--- config.mk ---
export PLATFORM = sky130hd
export DESIGN_NAME = life_lfsr_core
export DESIGN_NICKNAME = d
export VERILOG_FILES = /design/src/rtl/life_lfsr_core.sv
export SDC_FILE = /design/constraint.sdc
export NUM_CORES = 1
export LEC_CHECK = 0
export CELL_PAD_IN_SITES_DETAIL_PLACEMENT = 1
export CELL_PAD_IN_SITES_GLOBAL_PLACEMENT = 1
export CORE_UTILIZATION = 40
export CTS_CLUSTER_DIAMETER = 200
export DETAILED_ROUTE_END_ITERATION = 7
export PLACE_DENSITY_LB_ADDON = 0.1
export SLEW_MARGIN = 20
export SYNTH_ARGS = -nofsm -noshare
export SYNTH_HDL_FRONTEND = slang
export SYNTH_SLANG_ARGS = --single-unit
--- constraint.sdc ---
create_clock -name clk -period 4 [get_ports clk]
set_clock_uncertainty 0.05 [all_clocks]
set_input_delay 0.4 -clock clk [delete_from_list [all_inputs] [get_ports clk]]
set_output_delay 0.4 -clock clk [all_outputs]
set_load 0.03 [all_outputs]
--- src/rtl/life_lfsr_core.sv ---
// life_lfsr_core: 8x8 Game of Life grid seeded from a 64-bit Fibonacci LFSR.
// Define LIFE_TORUS_EN to make the grid wrap at its edges.
module life_lfsr_core (
  input  logic        clk,
  input  logic        reset_n,
  input  logic [63:0] seed,
  input  logic        seed_load,
  input  logic        rundom,
  input  logic        load,
  input  logic        run,
  input  logic        display,
  output logic [63:0] hdmi
);

  logic [63:0] r_grid;
  logic [63:0] r_lfsr;
  logic        r_run_q;
  logic        r_rundom_q;
  logic [63:0] w_next;
  logic        w_fb;
  logic [63:0] w_seed;

  // Neighbour lookup; off-grid cells are dead unless the grid wraps.
  function automatic logic cell_at(
    input logic [63:0] g,
    input int          r,
    input int          c
  );
    logic [5:0] idx;
    idx = '0;
`ifdef LIFE_TORUS_EN
    idx = 6'(((r + 8) % 8) * 8 + ((c + 8) % 8));
    return g[idx];
`else
    if (r < 0 || r > 7 || c < 0 || c > 7) begin
      return 1'b0;
    end
    idx = 6'(r * 8 + c);
    return g[idx];
`endif
  endfunction

  assign w_fb   = r_lfsr[63] ^ r_lfsr[62]
                ^ r_lfsr[60] ^ r_lfsr[59];
  assign w_seed = (seed == 64'h0) ? 64'h1 : seed;

  // Next generation: count 8 neighbours, apply B3/S23.
  always_comb begin
    logic [3:0] n;
    logic [5:0] idx;
    w_next = '0;
    n      = '0;
    idx    = '0;
    for (int r = 0; r < 8; r++) begin
      for (int c = 0; c < 8; c++) begin
        n = '0;
        for (int dr = -1; dr <= 1; dr++) begin
          for (int dc = -1; dc <= 1; dc++) begin
            if (dr != 0 || dc != 0) begin
              n = n + {3'b000, cell_at(r_grid, r + dr, c + dc)};
            end
          end
        end
        idx = 6'(r * 8 + c);
        w_next[idx] = (n == 4'd3) | (r_grid[idx] & (n == 4'd2));
      end
    end
  end

  // Capture step enables one cycle ahead of use.
  always_ff @(posedge clk or negedge reset_n) begin
    if (!reset_n) begin
      r_run_q    <= 1'b0;
      r_rundom_q <= 1'b0;
    end else begin
      r_run_q    <= run;
      r_rundom_q <= rundom;
    end
  end

  // LFSR: seed load beats stepping; zero seed is replaced by 1.
  always_ff @(posedge clk or negedge reset_n) begin
    if (!reset_n) begin
      r_lfsr <= 64'h1;
    end else if (seed_load) begin
      r_lfsr <= w_seed;
    end else if (r_rundom_q) begin
      r_lfsr <= {r_lfsr[62:0], w_fb};
    end
  end

  // Grid: load from pre-edge LFSR beats advancing a generation.
  always_ff @(posedge clk or negedge reset_n) begin
    if (!reset_n) begin
      r_grid <= 64'h0;
    end else if (load) begin
      r_grid <= r_lfsr;
    end else if (r_run_q) begin
      r_grid <= w_next;
    end
  end

  assign hdmi = display ? r_lfsr : r_grid;

endmodule

==> impl_metrics.json <==
{
  "status": "finished with violations",
  "violations": "hold timing",
  "use_met3": 0.0305,
  "io_pins": 135,
  "core-area_um2": 35500,
  "fin_util": 0.477,
  "grt_pass1_vias": 12400,
  "synth-compound-area-share": 0.149,
  "synthMuxAreaShare": 0.0466,
  "hold_path.class": "input pin to async pin",
  "viasPerCell": 5.36,
  "cp.arrival_ns": 3.99,
  "synth_adder_area_share": 0.393,
  "grt_usage": 0.262,
  "grt.busiest_layer": "met2",
  "period_minus_slack_ns": 3.70,
  "dr.pass1.iters": 5,
  "yosys_warnings": 0,
  "dp.final_hpwl_mm": 35.8,
  "crit_path_start_kind": "flop",
  "area_growth_pct": 17.7,
  "nNetsFinal": 2044,
  "grt_start_max_net_pins": 129,
  "cts-htree-levels": 4,
  "io_buffers": 134,
  "met1_usage": 0.345,
  "avgRoutedWirePerCell_um": 21.4,
  "vias": 11300,
  "dieArea_um2": 36700,
  "n_fill_cell": 4037,
  "clockBufferDepth": 2,
  "synth_top_family_by_area": "adder cells",
  "cts_tree": "yes",
  "cts.clk_slew.worst_paths_ns": 0.07,
  "syn_nets": 1914,
  "finalSetupViolCount": 0,
  "num_rows": 69,
  "final_cell_mix": "264 x inv_1, 196 x fa_1, 158 x nand2_1",
  "max_cap_viol_count": 0,
  "finalWirelength_mm": 45.3,
  "start_util": 0.406,
  "die_y_um": 192,
  "cts_sinks": 130,
  "tns_ns": 0,
  "synth-seq-cells": 130,
  "tightest_slew_ns": 0.830,
  "die_w_um": 192,
  "gp_congestion": 0.849,
  "hold_buffers": 0,
  "clk_latency_ns": 0.45,
  "fin_hold_ws_ns": -0.0293,
  "cp-end-kind": "flop",
  "cts-buffers-inserted": 17,
  "grt_first_pass_wirelength_mm": 71.7,
  "grt_remaining_overflow": 0,
  "crit_type": "flop to flop",
  "max_freq_mhz": 270,
  "antenna_left": 0,
  "slew_violations": 0,
  "synthCells": 1509,
  "drc_errors": 0,
  "synth-simple-area-share": 0.0953,
  "rsz0062_at_grt": "false",
  "synth_area_um2": 14400,
  "synth_area_per_cell_um2": 9.54,
  "cp.required_ns": 4.28,
  "insertedDiodeCount": 0,
  "yosysSeqAreaShare": 0.226,
  "relSlewSlack": 0.447,
  "finalCritPeriodShare": 0.926,
  "synthDistinctLibCells": 31,
  "cts_setup_buffers": 0,
  "r2r_cells": 11,
  "synth_top_area_cell": "fa_1",
  "ctsResizeCount": 0,
  "drive_gt1_frac": 0.0484,
  "cp_max_fo": 5,
  "drt-initial-drc-count": 547,
  "final_common_cell": "inv_1",
  "cts_root_buf": "clkbuf_16",
  "grt_use_met2": 0.449,
  "synthTopCellsByArea": "fa_1 27%, dfrtp_1 22%, ha_1 12%",
  "hold_viol": 17,
  "synth-xor-area-share": 0.00183,
  "antenna_found_initial": 0,
  "synth_top_area_share": 0.273
}
-- area by class of cell --
cell class / instances / area [um^2] / share of cell area
Sequential cell: 130 / 3260 / 0.193
Tap cell: 461 / 577 / 0.0341
Clock buffer: 17 / 425 / 0.0251
Timing Repair Buffer: 174 / 1680 / 0.0990
Multi-Input combinational cell: 1052 / 9860 / 0.582
Inverter: 264 / 991 / 0.0585
Clock inverter: 15 / 144 / 0.00850
-- per-stage QoR --
step	cell area [um^2]	setup WS [ns]	cells
final	16900	0.297	2113
after global placement	16300	0.348	2080
after floorplan	14400	0.599	1509
after global routing	16900	0.120	2113
after CTS	16900	0.288	2112
after detailed placement	16300	0.317	2080
-- worst max-delay path, cell delays in order, from the launching register on --
cell     delay [ns]
dfrtp_1        0.47
inv_1          0.34
fa_1           0.54
fa_1           0.47
fa_1           0.49
inv_1          0.06
ha_1           0.21
fa_1           0.40
and2_1         0.16
a21oi_1        0.14
o21ai_0        0.09
a22o_1         0.19
-- state kept, by name, summed over array words and instances, names as in the netlist --
register,count
r_grid,64
r_lfsr,64
r_run_q,1
r_rundom_q,1
-- metal layers --
layer,vias up,wire length [um]
met5,-,0
met4,0,1200
met3,42,958
met2,159,22900
met1,5909,20300
li1,5219,-
-- cell families (layout without fill, tap and decap cells) --
logic type / count (synthesis) / after routing
AO/OA/AOI/OAI: 362 / 362
XOR/XNOR: 3 / 3
adder cells (fa/ha/maj): 334 / 334
buffers and inverters: 327 / 470
flip-flops: 130 / 130
multiplexers: 67 / 67
AND/OR/NAND/NOR: 286 / 286
-- worst paths after layout --
| kind | endpoint | from | slack (ns) |
|---|---|---|---|
| setup / recovery | r_grid[34] | r_grid[33] | 0.30 |
| setup reg to reg | r_grid[34] | r_grid[33] | 0.30 |
| hold reg to reg | r_grid[40] | r_lfsr[40] | 0.49 |
| min in group clk | r_run_q | run | 0.34 |
| max in group asynchronous | r_grid[37] | reset_n | 3.08 |
| hold / removal | r_lfsr[5] | reset_n | -0.03 |
-- synth_stat cells --
master    instances
nand3b_1         23
a21o_1           24
o31ai_1          23
nand2_1         158
xnor2_1           3
mux2i_1          67
inv_1           264
buf_4            10
nor2b_1           6
nor4_1           16
and2_0           23
buf_1             2
a21boi_0         23
nor4_2            1
ha_1            138
nand2b_1         25
dfstp_2           1
a211oi_1         28
nand4_1           4
fa_1            196
o21ai_0         150
dfrtp_1         129
buf_2            10
a21oi_1          75
o22ai_1          23
a31oi_1           2
nor2_1           23
clkbuf_1         41
and2_1            7
a22o_1           13
o22a_1            1
Power is not shown: default switching activity piles up to over one toggle a cycle in this logic, so the estimate is an artifact.
